===== src/rtl/sp_arb_pkg.sv =====
// Shared types for the sp_ff_arbiter block.
//   arb_state_t : sequencer state (normal arbitration or flush sweep)
//   port_id_t   : identifies a request port; also used as the round-robin pointer
package sp_arb_pkg;

    typedef enum logic {
        IDLE  = 1'b0,
        FLUSH = 1'b1
    } arb_state_t;

    typedef enum logic {
        PORT_A = 1'b0,
        PORT_B = 1'b1
    } port_id_t;

endpackage


===== src/rtl/sp_ff_arbiter.sv =====
// Two-port round-robin arbiter and flush sequencer for one sp_ff_array.
//
// Ports:
//   clk0, rst0_n                    clock, asynchronous active-low reset
//   a_* / b_*                       request ports (valid/ready handshake, we, addr, wdata)
//   a_rvalid / b_rvalid, rdata      one-cycle read response, rdata shared by both ports
//   flush_req / flush_busy / flush_done
//                                   flush sweep control and status
//   csb0, web0, addr0, din0, dout0  array pins (csb0/web0 active-low)
//
// One access per cycle goes to the array. Grant and array drive are
// combinational; the read response appears one cycle after the grant.
// A flush writes FLUSH_VALUE to every set while both requesters are stalled.
module sp_ff_arbiter
    import sp_arb_pkg::*;
#(
    parameter int               S_INDEX     = 4,
    parameter int               WIDTH       = 1,
    parameter logic [WIDTH-1:0] FLUSH_VALUE = '0
) (
    input  logic               clk0,
    input  logic               rst0_n,
    input  logic               a_valid,
    output logic               a_ready,
    input  logic               a_we,
    input  logic [S_INDEX-1:0] a_addr,
    input  logic [WIDTH-1:0]   a_wdata,
    output logic               a_rvalid,
    input  logic               b_valid,
    output logic               b_ready,
    input  logic               b_we,
    input  logic [S_INDEX-1:0] b_addr,
    input  logic [WIDTH-1:0]   b_wdata,
    output logic               b_rvalid,
    output logic [WIDTH-1:0]   rdata,
    input  logic               flush_req,
    output logic               flush_busy,
    output logic               flush_done,
    output logic               csb0,
    output logic               web0,
    output logic [S_INDEX-1:0] addr0,
    output logic [WIDTH-1:0]   din0,
    input  logic [WIDTH-1:0]   dout0
);

    localparam logic [S_INDEX-1:0] LAST_SET = {S_INDEX{1'b1}};
    localparam logic [S_INDEX-1:0] CNT_ONE  = S_INDEX'(1);

    arb_state_t         state_q, state_d;
    logic [S_INDEX-1:0] cnt_q, cnt_d;
    port_id_t           prio_q, prio_d;
    logic               a_rvalid_q, a_rvalid_d;
    logic               b_rvalid_q, b_rvalid_d;
    logic               done_q, done_d;
    logic               a_grant, b_grant;

    // Next-state, grant selection and array pin drive.
    always_comb begin
        state_d    = state_q;
        cnt_d      = cnt_q;
        prio_d     = prio_q;
        done_d     = 1'b0;
        a_grant    = 1'b0;
        b_grant    = 1'b0;
        csb0       = 1'b1;
        web0       = 1'b1;
        addr0      = '0;
        din0       = '0;

        case (state_q)
            IDLE: begin
                // rst0_n in the grant term keeps both readies low
                // (and the array deselected) for the whole reset pulse.
                if (!rst0_n) begin
                    a_grant = 1'b0;
                    b_grant = 1'b0;
                end else if (flush_req) begin
                    state_d = FLUSH;
                    cnt_d   = '0;
                end else if (a_valid && (!b_valid || prio_q == PORT_A)) begin
                    a_grant = 1'b1;
                end else if (b_valid) begin
                    b_grant = 1'b1;
                end else begin
                    a_grant = 1'b0;
                    b_grant = 1'b0;
                end
            end
            FLUSH: begin
                csb0  = 1'b0;
                web0  = 1'b0;
                addr0 = cnt_q;
                din0  = FLUSH_VALUE;
                // Stop on the last set rather than wrapping the counter.
                if (cnt_q == LAST_SET) begin
                    state_d = IDLE;
                    done_d  = 1'b1;
                end else begin
                    cnt_d = cnt_q + CNT_ONE;
                end
            end
            default: begin
                state_d = IDLE;
            end
        endcase

        if (a_grant) begin
            csb0   = 1'b0;
            web0   = ~a_we;
            addr0  = a_addr;
            din0   = a_wdata;
            prio_d = PORT_B;
        end else if (b_grant) begin
            csb0   = 1'b0;
            web0   = ~b_we;
            addr0  = b_addr;
            din0   = b_wdata;
            prio_d = PORT_A;
        end else begin
            prio_d = prio_q;
        end

        a_rvalid_d = a_grant & ~a_we;
        b_rvalid_d = b_grant & ~b_we;
    end

    // State, flush counter, round-robin pointer and response flags.
    always_ff @(posedge clk0 or negedge rst0_n) begin
        if (!rst0_n) begin
            state_q    <= IDLE;
            cnt_q      <= '0;
            prio_q     <= PORT_A;
            a_rvalid_q <= 1'b0;
            b_rvalid_q <= 1'b0;
            done_q     <= 1'b0;
        end else begin
            state_q    <= state_d;
            cnt_q      <= cnt_d;
            prio_q     <= prio_d;
            a_rvalid_q <= a_rvalid_d;
            b_rvalid_q <= b_rvalid_d;
            done_q     <= done_d;
        end
    end

    assign a_ready    = a_grant;
    assign b_ready    = b_grant;
    assign a_rvalid   = a_rvalid_q;
    assign b_rvalid   = b_rvalid_q;
    assign flush_busy = (state_q != IDLE);
    assign flush_done = done_q;
    // Array output is only meaningful in the response cycle; hold 0 otherwise.
    assign rdata      = (a_rvalid_q | b_rvalid_q) ? dout0 : '0;

endmodule


===== config.mk =====
export PLATFORM = sky130hd
export DESIGN_NAME = sp_ff_arbiter
export DESIGN_NICKNAME = d
export VERILOG_FILES = /design/src/rtl/sp_arb_pkg.sv /design/src/rtl/sp_ff_arbiter.sv
export SDC_FILE = /design/constraint.sdc
export NUM_CORES = 1
export LEC_CHECK = 0
export BUFFER_PORTS_ARGS = -buffer_cell sky130_fd_sc_hd__clkbuf_2
export CAP_MARGIN = 30
export CORE_MARGIN = 10
export CORE_UTILIZATION = 46
export CTS_CLUSTER_DIAMETER = 60
export CTS_CLUSTER_SIZE = 16
export DETAILED_ROUTE_END_ITERATION = 7
export PLACE_DENSITY = 0.87
export SYNTH_ARGS = -nofsm -noshare
export SYNTH_HDL_FRONTEND = slang
export SYNTH_SLANG_ARGS = --single-unit

===== constraint.sdc =====
create_clock -name clk0 -period 4.21 [get_ports clk0]
set_input_delay 0.6315 -clock clk0 [delete_from_list [all_inputs] [get_ports clk0]]
set_output_delay 0.6315 -clock clk0 [all_outputs]
set_load 0.01 [all_outputs]

==> results.md <==
- The first TritonRoute pass finished after 4 iterations.
- The final layout contains 123 nets.
- On the final layout, the worst clock skew is 0.001551 ns.
- 32 I/O pins were placed.
- The most used flip-flop cell after synthesis is sky130_fd_sc_hd__dfrtp_1.
- The largest family of logic cells by synthesized area is simple AND/OR/NAND/NOR gates.
- The area growth from synthesis to layout is 27.05%.
- The die is 56.43 um wide.
- In the finished design, the share of the clock period the worst path needs comes to 64.94%.
- The tree is rooted in a sky130_fd_sc_hd__clkbuf_4.
- The portion of netlist area occupied by mux cells is 0%.
- Port buffering added 31 buffers.
- For the finished layout, the period the worst path requires is 2.734 ns.
- The CTS tree is yes.
- The startpoint type of the worst setup path is an input port.
- For this design, the CTS-stage hold fixing added 0 buffers.
- The area of the mapped netlist is 610.6 um^2.
- For this design, the sink count on the clock tree is 9.
- The synthesized design contains 0 enable-type register cells.
- The post-synthesis cell count is 73.
- The number of placement rows is 13.
- The detailed router placed 664 vias in this run.
- The via count of the first global-routing pass is 622.
- Counting the fill cells in the layout gives 123.
- The flow ran to the end, and the final reports show no timing, DRC or antenna violations.
- sky130_fd_sc_hd__dfrtp_1 takes more of the synthesized area than any other cell.
- The cell depth of the worst flop-to-flop path is 4.
- The xor/xnor cell area share of the yosys netlist is 0%.
- The overall fraction of global-route tracks in use is 10.52%.
- Clock-pin slew was measured on the worst setup and hold paths at 0.06 ns.
- The maximum number of pins on one net before global-route repair is 21.
- The fraction of synthesized cell area taken by the top area cell type is 36.89%.
- After detailed routing, the number of vias per cell comes to 5.627.
- The number of max-slew violations in the final report was 0.
- The most common cell in the synthesized netlist is sky130_fd_sc_hd__dfrtp_1.
- The per-instance average area after synthesis is 8.364 um^2.
- The number of antenna violations at the first check in global routing is 0.
- The number of buffer and inverter stages on the critical path is 2.
- After detailed routing, the met2 layer carries 868 um of wire.
- The worst endpoint required time is 3.58 ns.
- The floorplan step defined a die boundary enclosing 0.003184 mm^2.
- By area the synthesized netlist is led by sky130_fd_sc_hd__dfrtp_1 (37%), sky130_fd_sc_hd__nand4_1 (6.1%), sky130_fd_sc_hd__a31oi_1 (5.1%).
- The largest delay contributor family on the critical path is simple AND/OR/NAND/NOR gates.
- The post-detailed-routing wire length is 1.679 mm.
- The share of async-settable or async-resettable flops after synthesis is 100.0%.
- The clock latency on the worst-skew pair is 0.26 ns.
- After Yosys synthesis, and, or, nand and nor cells account for 31.76% of the synthesized area.
- Setup repair after global routing left no endpoint under its margin.
- In this run, CTS created clock tree buffers numbering 3.
- The violation count after the first detailed-route iteration is 13.
- On the worst path, the slowest cell contributes a delay of 0.47 ns.
- After Yosys synthesis, full adders, half adders and majority gates account for 2.049% of the synthesized area.
- The signal arrival time at the worst endpoint is 2.10 ns.
- The cell area after layout is 775.7 um^2.
- In this run the critical register-to-register path is captured at prio_q.
- For this design the static power due to leakage is 0.4108 nW.
- The final sum of negative setup slack is 0 ns.
- The first global-routing pass estimated 2.856 mm of wire.
- The detailed router used layers up to and including met4.
- Measured against its own limit, the worst slew margin works out to 65.10%.
- The height of the die is 56.43 um.
- The number of gates given a new drive strength after cts is 0.
- Once the clock tree was built, the setup fixing pass inserted 0 buffers.
- The number of nets in the synthesized netlist is 92.
- The launching point of the worst reg2reg path is flush_busy.
- The worst-case clock buffer depth is 2.
- In this run the worst hold path is classified as input port to asynchronous set/reset pin.
- By count the netlist is led by sky130_fd_sc_hd__dfrtp_1 (9), sky130_fd_sc_hd__nand2_1 (6), sky130_fd_sc_hd__nand4_1 (6), sky130_fd_sc_hd__nor3_1 (6).
- The number of antenna diodes in the final layout is 0.
- The final routed DRC violation total is 0.
- In this run the power density over the cells is 550.8 mW/mm^2.
- For this run the aggregate overflow at the end of global routing stands at 0.
- Based on the critical path, the design can be clocked at up to 365.8 MHz.
- For this configuration, the core starts out at a cell density of 48.13%.
- The share of post-route cells with drive strength above 1 is 35.92%.
- The sequential share of the synthesized area is 36.89%.
- During synthesis, Yosys emitted a total of 0 warnings.
- After detailed routing, the wire length on met1 is 626 um.
- The compound-cell area share of the yosys netlist is 20.29%.
- The utilization after layout is 61.14%.
- Once placement finished, the instance area stood at 749.5 um^2.
- The maximum level of the CTS H-tree is 1.
- The type of the setup path with the least slack is input port to output pin.
- Summed over all nets, wire length on met3 after detailed routing comes to 180 um.
- The most numerous cell type found on the critical path is sky130_fd_sc_hd__clkbuf_2.
- The final hold violation count was 0.
- The congestion estimate from routability-driven global placement came to 0.8236.
- The core outline area is 0.001269 mm^2.
- The slowest stage of the critical path belongs to the cell sky130_fd_sc_hd__or3b_1.
- Synthesis instantiated 29 different standard cells from the library.
- The register-to-register setup slack is 2.48 ns.
- Setup violations remaining at the end of the flow were counted as 0.
- Counting flops and latches in the post-synthesis netlist gives 9.
- The signal on the critical path passes through clkbuf_2 -> or3b_1 -> or2_1 -> a31oi_1 -> clkbuf_2.
- The maximum fanout count along the critical path is 14.
- The tool flagged a number of max-cap violations equal to 0.
- Once detail routing completed, the nets flagged for antenna violations numbered 0.
- The slew at the pin closest to its max-slew limit is 0.5234 ns.
- The worst-case IR drop observed on VDD is 290.7 uV.
- After legalization and detailed placement, the total HPWL measured 1.404 mm.
- After detailed routing, the average wire length per cell comes to 14.23 um.
- The worst setup path is captured at an output pin.
## cell type report
cell class / count / area [um^2] / area share (%)
clock buffers: 4 / 26.28 / 3.387
inverters: 4 / 20.02 / 2.581
multi-input cells: 55 / 330.3 / 42.58
flip-flops and latches: 9 / 225.2 / 29.03
well taps: 15 / 18.77 / 2.419
repair buffers: 31 / 155.1 / 20.00
## routing by layer
| layer | vias up | global-route usage (%) |
|---|---|---|
| met5 | - | 0 |
| met4 | 0 | 3.093 |
| met3 | 2 | 4.719 |
| met2 | 28 | 18.97 |
| met1 | 303 | 10.45 |
| li1 | 331 | - |
## cell usage in the layout (no fill, tap or decap), drive strengths merged
| master | synthesis | layout |
|---|---|---|
| dfrtp | 9 | 9 |
| nor3 | 6 | 6 |
| nand2 | 6 | 6 |
| and2b | 3 | 3 |
| or2 | 1 | 1 |
| a311oi | 1 | 1 |
| a21oi | 3 | 3 |
| o2bb2ai | 1 | 1 |
| nor2b | 2 | 2 |
| a21o | 1 | 1 |
| o22ai | 1 | 1 |
| nor2 | 4 | 4 |
| nand3 | 5 | 5 |
| ha | 1 | 1 |
| nand2b | 1 | 1 |
| inv | 4 | 4 |
| nor3b | 1 | 1 |
| a21bo | 1 | 1 |
| a22o | 1 | 1 |
| o21a | 1 | 1 |
| a31oi | 5 | 5 |
| o21ai | 2 | 2 |
| o21ba | 1 | 1 |
| nand4 | 6 | 6 |
| clkbuf | 2 | 35 |
| or3b | 1 | 1 |
## registers in the layout (all words and copies together) (netlist names)
signal      flops
b_rvalid        1
cnt_q           4
prio_q          1
a_rvalid        1
flush_busy      1
flush_done      1
## cells by family after synthesis
logic type,Yosys count
AO/OA/AOI/OAI,18
buffers and inverters,9
AND/OR/NAND/NOR,36
flip-flops,9
adder cells (fa/ha/maj),1
## stage by stage
stage	power, mW	setup WS, ns	cells	hold WS [ns]
floorplan	0.2945	1.876	73	0.3359
global placement	0.3557	1.485	114	0.4783
detailed placement	0.3628	1.438	114	0.4902
CTS	0.4317	1.434	118	0.2483
global route	0.4624	1.331	118	0.2583
finish	0.4273	1.476	118	0.2439
## where the power goes
part | internal, mW | switching [mW]
Combinational | 0.0926 | 0.102
Sequential | 0.118 | 0.0472
Clock | 0.0366 | 0.0309
## worst register-to-register path, cell delays in order (launching register included)
cell and delay (ns):
sky130_fd_sc_hd__dfrtp_1 0.57, sky130_fd_sc_hd__or3b_1 0.54, sky130_fd_sc_hd__or2_1 0.39, sky130_fd_sc_hd__inv_6 0.10, sky130_fd_sc_hd__a21o_1 0.08
## how the worst max path moves through the flow
| stage | endpoint | cells after the start | startpoint |
|---|---|---|---|
| 5_1_grt | csb0 | 5 | flush_busy |
| 6_report | addr0[1] | 5 | rst0_n |
| 3_3_place_gp | addr0[0] | 5 | rst0_n |
| 4_1_cts | addr0[0] | 5 | rst0_n |
| 3_5_place_dp | addr0[0] | 5 | rst0_n |
| 2_1_floorplan | csb0 | 6 | b_valid |
No activity file was read; power rests on OpenSTA's default activity.
